--- src/rtl/serializer7_tx.sv ---
// serializer7_tx: parallel-to-serial source for a W-bit SIPO shift register stage.
// Takes one word per valid/ready handshake. It then sends the word LSB-first on oSR,
// with one oENABLE strobe every DIV cycles. oLAST marks the final strobe.
// Latency: the first strobe comes DIV cycles after the handshake. oREADY is low
// while a word is in flight. In that time iVALID is ignored and the word is dropped, not queued.
// Ports: iCLK, iRST_n (async, active low) | iDATA[W-1:0], iVALID, oREADY |
//        oSR, oENABLE, oLAST, oBUSY.
// Option: define SERIALIZER7_B2B_EN to raise oREADY on the oLAST cycle. A word
//         accepted on that cycle follows the previous one with no gap.
module serializer7_tx #(
   parameter int W   = 7,
   parameter int DIV = 1
) (
   input  logic         iCLK,
   input  logic         iRST_n,
   input  logic [W-1:0] iDATA,
   input  logic         iVALID,
   output logic         oREADY,
   output logic         oSR,
   output logic         oENABLE,
   output logic         oLAST,
   output logic         oBUSY
);

   localparam int BW = (W > 2) ? $clog2(W) : 1;
   localparam int DW = (DIV > 1) ? $clog2(DIV) : 1;
   localparam logic [BW-1:0] BIT_LAST = BW'(W - 1);
   localparam logic [DW-1:0] DIV_LAST = DW'(DIV - 1);

   generate
      if (W < 2 || W > 16) begin : g_bad_w
         $fatal(1, "serializer7_tx: W must be in 2..16");
      end
      if (DIV < 1) begin : g_bad_div
         $fatal(1, "serializer7_tx: DIV must be >= 1");
      end
   endgenerate

   typedef enum logic {IDLE = 1'b0, SHIFT = 1'b1} state_t;

   state_t         state_q, state_d;
   logic [W-1:0]   shreg_q, shreg_d;
   logic [BW-1:0]  bitcnt_q, bitcnt_d;
   logic [DW-1:0]  divcnt_q, divcnt_d;

   logic tick;
   logic last;
   logic ready;
   logic hs;

   always_comb begin
      tick  = (state_q == SHIFT) && (divcnt_q == '0);
      last  = tick && (bitcnt_q == BIT_LAST);
`ifdef SERIALIZER7_B2B_EN
      ready = (state_q == IDLE) || last;
`else
      ready = (state_q == IDLE);
`endif
      hs    = iVALID && ready;

      state_d  = state_q;
      shreg_d  = shreg_q;
      bitcnt_d = bitcnt_q;
      divcnt_d = divcnt_q;

      case (state_q)
         IDLE: begin
            if (hs) begin
               shreg_d  = iDATA;
               bitcnt_d = '0;
               divcnt_d = DIV_LAST;
               state_d  = SHIFT;
            end
         end
         SHIFT: begin
            if (tick) begin
               shreg_d  = shreg_q >> 1;
               bitcnt_d = bitcnt_q + BW'(1);
               divcnt_d = DIV_LAST;
               if (last) begin
                  bitcnt_d = '0;
                  state_d  = IDLE;
                  // A word taken on the final strobe reloads the shifter, so the next strobe falls DIV cycles later.
                  if (hs) begin
                     shreg_d = iDATA;
                     state_d = SHIFT;
                  end
               end
            end else begin
               divcnt_d = divcnt_q - DW'(1);
            end
         end
         default: state_d = IDLE;
      endcase
   end

   always_ff @(posedge iCLK or negedge iRST_n) begin
      if (!iRST_n) begin
         state_q  <= IDLE;
         shreg_q  <= '0;
         bitcnt_q <= '0;
         divcnt_q <= '0;
      end else begin
         state_q  <= state_d;
         shreg_q  <= shreg_d;
         bitcnt_q <= bitcnt_d;
         divcnt_q <= divcnt_d;
      end
   end

   // Outputs are decoded only from state. An asynchronous reset therefore silences them at once.
   assign oREADY  = ready;
   assign oSR     = (state_q == SHIFT) ? shreg_q[0] : 1'b0;
   assign oENABLE = tick;
   assign oLAST   = last;
   assign oBUSY   = (state_q == SHIFT);

endmodule
--- config.mk ---
export PLATFORM = sky130hd
export DESIGN_NAME = serializer7_tx
export DESIGN_NICKNAME = d
export VERILOG_FILES = /design/src/rtl/serializer7_tx.sv
export SDC_FILE = /design/constraint.sdc
export NUM_CORES = 1
export LEC_CHECK = 0
export ABC_AREA = 0
export BUFFER_PORTS_ARGS = -buffer_cell sky130_fd_sc_hd__buf_2
export CORE_MARGIN = 3
export CORE_UTILIZATION = 50
export CTS_BUF_LIST = sky130_fd_sc_hd__clkbuf_4 sky130_fd_sc_hd__clkbuf_8
export DETAILED_ROUTE_END_ITERATION = 8
export GPL_TIMING_DRIVEN = 0
export PLACE_DENSITY_LB_ADDON = 0.05
export SLEW_MARGIN = 20
export SYNTH_ARGS = -nofsm -noshare
export SYNTH_HDL_FRONTEND = slang
export SYNTH_SLANG_ARGS = --single-unit
--- constraint.sdc ---
create_clock -name iCLK -period 1.4 [get_ports iCLK]
set_input_delay 0.21 -clock iCLK [delete_from_list [all_inputs] [get_ports iCLK]]
set_output_delay 0.21 -clock iCLK [all_outputs]
set_load 0.005 [all_outputs]
==> key figures, run 1 <==
STA
  – Fin worst setup slack: -0.0504 ns
  – Slew Limit Fails: 0
  – Fmax: 689 MHz
  – Final Critical Period: 1.45 ns
  – Setup_tns: -0.0504 ns
  – Tcrit/Tclk final: 1.04
  – Skew final: 0.00729 ns
  – Fin. Hold Viols: 0
  – Max transition margin: 0.819
  – Final setup vio count: 1
  – Worst-Margin Slew: 0.271 ns
  – RSZ-0062 raised after global routing: true

Floorplan
  – Rows: 12
  – Ports: 15
  – Die span in y: 42.5 um
  – Core Box Area: 1170 um^2
  – Die W: 42.5 um
  – Initial Util: 0.568
  – Die area: 1800 um^2

Synth
  – Async SR Flop Fraction: 1.00
  – Post-synthesis cell type count: 20
  – Post-synthesis cell count: 64
  – Top cells by instance count after synthesis: 12 x dfrtp_1, 7 x a21oi_1, 7 x mux2i_1
  – Syn Std Cell Area: 666 um^2
  – Syn avg cell area: 10.4 um^2
  – YS warnings: 0
  – Most frequent cell after synthesis: dfrtp_1
  – Yosys reg bits: 12
  – Syn nets: 76
  – Yosys top cell area share: 0.451
  – Post-synthesis sequential area ratio: 0.451
  – Post-synth EDFFs: 0
  – Post-synth top area cell: dfrtp_1
  – Area contributors post-synth: dfrtp_1 45%, mux2i_1 11%, a211oi_1 6.8%
  – Most used DFF post-synth: dfrtp_1

Power and ir drop
  – Pwr dens: 1760 nW/um^2
  – Internal Power: 996 uW
  – Clock power frac: 0.135
  – Static Leak: 0.000417 uW
  – NetSw: 540 uW
  – Flop pwr share: 0.382
  – IR drop worst, VDD: 0.00109 V
  – Comb pwr share: 0.483
  – Sw frac: 0.351

Critical path
  – Critical Path End Type: output port
  – Crit start category: flip-flop
  – Critical-path cell list: inv_1 -> ha_2 -> and2_4 -> nor2b_4 -> buf_2
  – Worst setup path class: flip-flop to output port
  – Critical Path Fanout Max: 2
  – Worst Path Required: 1.19 ns
  – Worst path arrival time: 1.24 ns
  – Slowest cell on the critical path: dfrtp_1
  – Max incr delay on CP: 0.38 ns

Run
  – Max Cap Violations: 0

Placement
  – Gp weighted congestion: 0.671
  – Post-DP HPWL: 913 um
  – Port Buf Inserts: 14
  – Placed Instances: 92

Clocking
  – Root buffer cell: clkbuf_4
  – CTS clk-pin slew, worst paths: 0.08 ns
  – Worst-case clock buffer depth: 2
  – Clock buffer count from CTS: 3
  – Clk Latency, worst-skew pair: 0.26 ns
  – H-tree depth: 1
  – CTS tree: done
  – CTS Sinks: 12

Routing
  – TritonRoute pass-1 iters: 4
  – Via count: 564
  – Wire per inst: 13.5 um
  – Routed vias/inst: 5.42
  – Initial DRC Count: 6
  – # DRC: 0
  – Final WL: 1400 um
  – Final antenna-violating net count: 0

Layout
  – Share of post-route cells with drive strength above 1: 0.367
  – Layout Cells excl Fill: 104
  – Area growth syn-to-layout: 30.8%
  – Diode count: 0
  – Util after Layout: 0.744
  – Final nets: 104

Global routing
  – Largest net degree at the start of global routing: 13
  – Initial antenna violation count: 0
  – GRT Total Usage: 0.167
  – First-pass GRT wire length: 2340 um
  – Vias in the first global route: 546
  – GR Overflow Total: 0

Hold path
  – Worst min path class: primary input to flip-flop

Run status
  – Status: finished with violations
  – Failing checks: setup timing
==> critical path, delay by kind of cell (launching register included) <==
kind	cells	cell delay, ns
fa+ha+maj	1	0.16
flops	1	0.38
buf+inv	2	0.17
simple gates	2	0.27
==> cell type report <==
class	count	area, um^2
tap	14	17.5
fill	86	300
buffer	4	41.3
inverter	3	11.3
sequential	12	300
clock buffer	3	22.5
timing repair buffer	23	140
multi-input combinational	45	338
==> timing repair <==
action / 4_1_cts / 5_1_grt
resized for setup: 6 / 2
pin swaps: 1 / 0
hold buffers: 1 / 0
buffers inserted: 4 / 4
endpoints found under the setup margin: 2 / 3
endpoints found under the hold margin: 12 / 0
==> power groups by stage <==
| stage | Clock, uW | Sequential [uW] | Combinational, uW |
|---|---|---|---|
| 2_1_floorplan | 0 | 570 | 401 |
| 3_3_place_gp | 0 | 589 | 537 |
| 3_5_place_dp | 0 | 595 | 553 |
| 4_1_cts | 207 | 581 | 667 |
| 5_1_grt | 217 | 606 | 830 |
| 6_report | 207 | 587 | 742 |
==> state kept, by name, summed over array words and instances, names as in the netlist <==
| register | count |
|---|---|
| shreg_q | 7 |
| bitcnt_q | 3 |
| divcnt_q | 1 |
| oBUSY | 1 |
==> through the flow <==
| step | hold WS, ns | setup slack, ns | instance area (um^2) | total power, uW |
|---|---|---|---|---|
| after global placement | 0.0995 | 0.122 | 753 | 1130 |
| after floorplan | -0.0856 | 0.283 | 666 | 971 |
| final | 0.216 | -0.0504 | 871 | 1540 |
| after CTS | 0.219 | -0.0409 | 835 | 1450 |
| after detailed placement | 0.105 | 0.123 | 753 | 1150 |
| after global routing | 0.233 | -0.0966 | 871 | 1650 |
==> layout by cell type, fill, tap and decap left out, drive strengths merged <==
master / netlist / routed
a211oi: 6 / 6
a21oi: 7 / 7
and2: 3 / 3
and2b: 5 / 5
buf: 4 / 26
clkbuf: 0 / 3
dfrtp: 12 / 12
dlygate4sd3: 0 / 1
ha: 2 / 2
inv: 3 / 3
mux2i: 7 / 7
nand2: 1 / 1
nand2b: 1 / 1
nor2: 2 / 2
nor2b: 2 / 2
nor3b: 2 / 2
o21ai: 3 / 3
o21bai: 1 / 1
o2bb2ai: 1 / 1
o31ai: 2 / 2
==> per-layer routing <==
metal	wire length (um)	GRT usage
met1	671	0.237
met2	658	0.255
met3	57	0.0386
met4	14	0.0435
met5	0	0
==> final timing paths <==
path	startpoint	end	slack (ns)	cells after the start
setup reg to reg	bitcnt_q[1]$_DFFE_PN0P_	bitcnt_q[0]$_DFFE_PN0P_	0.11	5
hold reg to reg	shreg_q[6]$_DFFE_PN0P_	shreg_q[6]$_DFFE_PN0P_	0.55	1
min in group asynchronous	iRST_n	shreg_q[0]$_DFFE_PN0P_	0.35	2
max in group asynchronous	iRST_n	bitcnt_q[1]$_DFFE_PN0P_	0.83	2
setup / recovery	bitcnt_q[0]$_DFFE_PN0P_	oLAST	-0.05	5
hold / removal	iDATA[2]	shreg_q[2]$_DFFE_PN0P_	0.22	3
==> logic make-up after synthesis <==
kind of cell | Yosys count | synth area share
buffers and inverters | 7 | 0.0639
AOI/OAI and AO/OA | 20 | 0.190
adders and majority gates | 2 | 0.0376
muxes | 7 | 0.105
DFF | 12 | 0.451
and+or+nand+nor | 16 | 0.152
Note: power is estimated with default switching activity, not from simulation.
==> run 2, diff against run 1 <==
--- a/config.mk
+++ b/config.mk
@@ -13,6 +13,7 @@
 export DETAILED_ROUTE_END_ITERATION = 8
 export GPL_TIMING_DRIVEN = 0
 export PLACE_DENSITY_LB_ADDON = 0.05
+export REMOVE_ABC_BUFFERS = 1
 export SLEW_MARGIN = 20
 export SYNTH_ARGS = -nofsm -noshare
 export SYNTH_HDL_FRONTEND = slang
==> key figures, run 2 (synthesis results as in run 1) <==
Run status
  – Status: finished with violations
  – Failing checks: setup timing

Global routing
  – Largest net degree at the start of global routing: 16 (+3)
  – GRT Total Usage: 0.159 (-0.00886)
  – GR Overflow Total: 0 (unchanged)
  – Initial antenna violation count: 0 (unchanged)
  – First-pass GRT wire length: 2170 um (-7.4%)
  – Vias in the first global route: 523 (-4.2%)

Routing
  – Final WL: 1270 um (-9.3%)
  – Final antenna-violating net count: 0 (unchanged)
  – Wire per inst: 12.3 um (-8.4%)
  – TritonRoute pass-1 iters: 3 (-1)
  – Initial DRC Count: 3 (-3)
  – Routed vias/inst: 5.37 (-1.0%)
  – # DRC: 0 (unchanged)
  – Via count: 553 (-2.0%)

Floorplan
  – Die W: 42.5 um (unchanged)
  – Ports: 15 (unchanged)
  – Initial Util: 0.568 (unchanged)
  – Rows: 12 (unchanged)
  – Die area: 1800 um^2 (unchanged)
  – Core Box Area: 1170 um^2 (unchanged)
  – Die span in y: 42.5 um (unchanged)

Placement
  – Port Buf Inserts: 14 (unchanged)
  – Gp weighted congestion: 0.681 (+1.4%)
  – Post-DP HPWL: 836 um (-8.4%)

Clocking
  – Root buffer cell: clkbuf_4
  – CTS Sinks: 12 (unchanged)
  – Worst-case clock buffer depth: 2 (unchanged)
  – H-tree depth: 1 (unchanged)
  – Clock buffer count from CTS: 3 (unchanged)
  – CTS tree: done
  – CTS clk-pin slew, worst paths: 0.07 ns (about the same)
  – Clk Latency, worst-skew pair: 0.28 ns (+0.02 ns)

STA
  – Tcrit/Tclk final: 1.06 (+0.0211)
  – RSZ-0062 raised after global routing: true
  – Final Critical Period: 1.48 ns (+0.0296 ns)
  – Max transition margin: 0.818 (-0.00141)
  – Final setup vio count: 1 (unchanged)
  – Worst-Margin Slew: 0.273 ns (+0.00212 ns)
  – Skew final: 0.00389 ns (-0.00340 ns)
  – Fin. Hold Viols: 0 (unchanged)
  – Fin worst setup slack: -0.0799 ns (-0.0296 ns)
  – Setup_tns: -0.0799 ns (-0.0296 ns)
  – Fmax: 676 MHz (-2.0%)
  – Slew Limit Fails: 0 (unchanged)

Critical path
  – Critical Path Fanout Max: 2 (unchanged)
  – Worst setup path class: flip-flop to output port
  – R2r setup slk: 0.16 ns (+0.05 ns)
  – Worst Path Required: 1.19 ns (about the same)
  – Critical Path End Type: output port
  – Worst path arrival time: 1.27 ns (+0.03 ns)
  – Crit start category: flip-flop

Layout
  – Top flop regs: shreg_q: 7 flops, bitcnt_q: 3 flops
  – Area growth syn-to-layout: 28.9%
  – Diode count: 0 (unchanged)
  – Commonest cells after routing, fill and taps aside: 15 x buf_2, 10 x dfrtp_1, 9 x buf_4
  – Max reg flops: 7 (unchanged)
  – Share of post-route cells with drive strength above 1: 0.382 (+0.0154)
  – Top reg by flops: shreg_q
  – Final nets: 102 (-1.9%)
  – FILL cells: 93 (+8.1%)
  – Most common library cell in the layout ignoring fill and taps: buf_2

Hold path
  – Worst min path class: primary input to flip-flop

Power and ir drop
  – IR drop worst, VDD: 0.00125 V (+15%)
  – Pwr dens: 1800 nW/um^2 (+2.0%)
  – Pwr Total: 1540 uW (+0.56%)
  – Static Leak: 0.000409 uW (-1.9%)

Run
  – Max Cap Violations: 0 (unchanged)
-- run 2: cell count changes in the layout (fill, tap and decap cells not counted), sizes merged --
cell,before,now
buf,26,24
clkbuf,3,4
-- run 2: final timing paths --
kind / from / to / cells after the start
worst max-delay path: bitcnt_q[0]$_DFFE_PN0P_ / oLAST / 5
worst min-delay path: iDATA[4] / shreg_q[4]$_DFFE_PN0P_ / 3
worst max register to register: bitcnt_q[0]$_DFFE_PN0P_ / oBUSY$_DFF_PN0_ / 7
worst min register to register: shreg_q[6]$_DFFE_PN0P_ / shreg_q[6]$_DFFE_PN0P_ / 1
max in group asynchronous: iRST_n / oBUSY$_DFF_PN0_ / 2
min in group asynchronous: iRST_n / shreg_q[3]$_DFFE_PN0P_ / 2
-- run 2: critical path, cell delays in order, from the launching register on --
cell     delay (ns)
dfrtp_1        0.38
inv_1          0.06
ha_2           0.17
and2_4         0.14
nor2b_4        0.13
buf_2          0.11
-- run 2: layer usage --
layer | up-vias | wire length (um) | global-route usage | share of wire
met1 | 257 | 589 | 0.184 | 0.46
met5 | - | 0 | 0 | 0
met4 | 0 | 39 | 0.112 | 0.031
met2 | 14 | 586 | 0.261 | 0.46
li1 | 277 | - | - | -
met3 | 5 | 57 | 0.0258 | 0.045
-- run 2: where the power goes --
part           internal, uW  switching [uW]  leakage [uW]
logic                   372             283      0.000240
registers               492             120      0.000148
clock network           158             119     0.0000210
-- run 2: final cells by class --
cell class | count | area [um^2] | share of cell area
repair buffers | 25 | 153 | 0.178
flip-flops and latches | 12 | 303 | 0.353
clock buffers | 4 | 36.3 | 0.0423
multi-input cells | 45 | 338 | 0.394
inverters | 3 | 11.3 | 0.0131
well taps | 14 | 17.5 | 0.0204
-- run 2: stage by stage --
stage | hold slack (ns) | instance area (um^2) | worst slack, ns | util | instances
2_1_floorplan | -0.0856 | 634 | 0.244 | - | 60
3_3_place_gp | 0.103 | 722 | -0.0157 | 0.616 | 88
3_5_place_dp | 0.105 | 722 | -0.0302 | 0.616 | 88
4_1_cts | 0.200 | 836 | -0.0790 | 0.714 | 100
5_1_grt | 0.210 | 858 | -0.132 | 0.733 | 103
6_report | 0.200 | 858 | -0.0799 | 0.733 | 103
-- run 2: repair_timing --
| item | in CTS | in global routing |
|---|---|---|
| hold endpoints to repair | 12 | 0 |
| gates resized for setup | 7 | 0 |
| hold buffers | 1 | 0 |
| endpoints found under the setup margin | 5 | 1 |
| setup buffers | 7 | 3 |
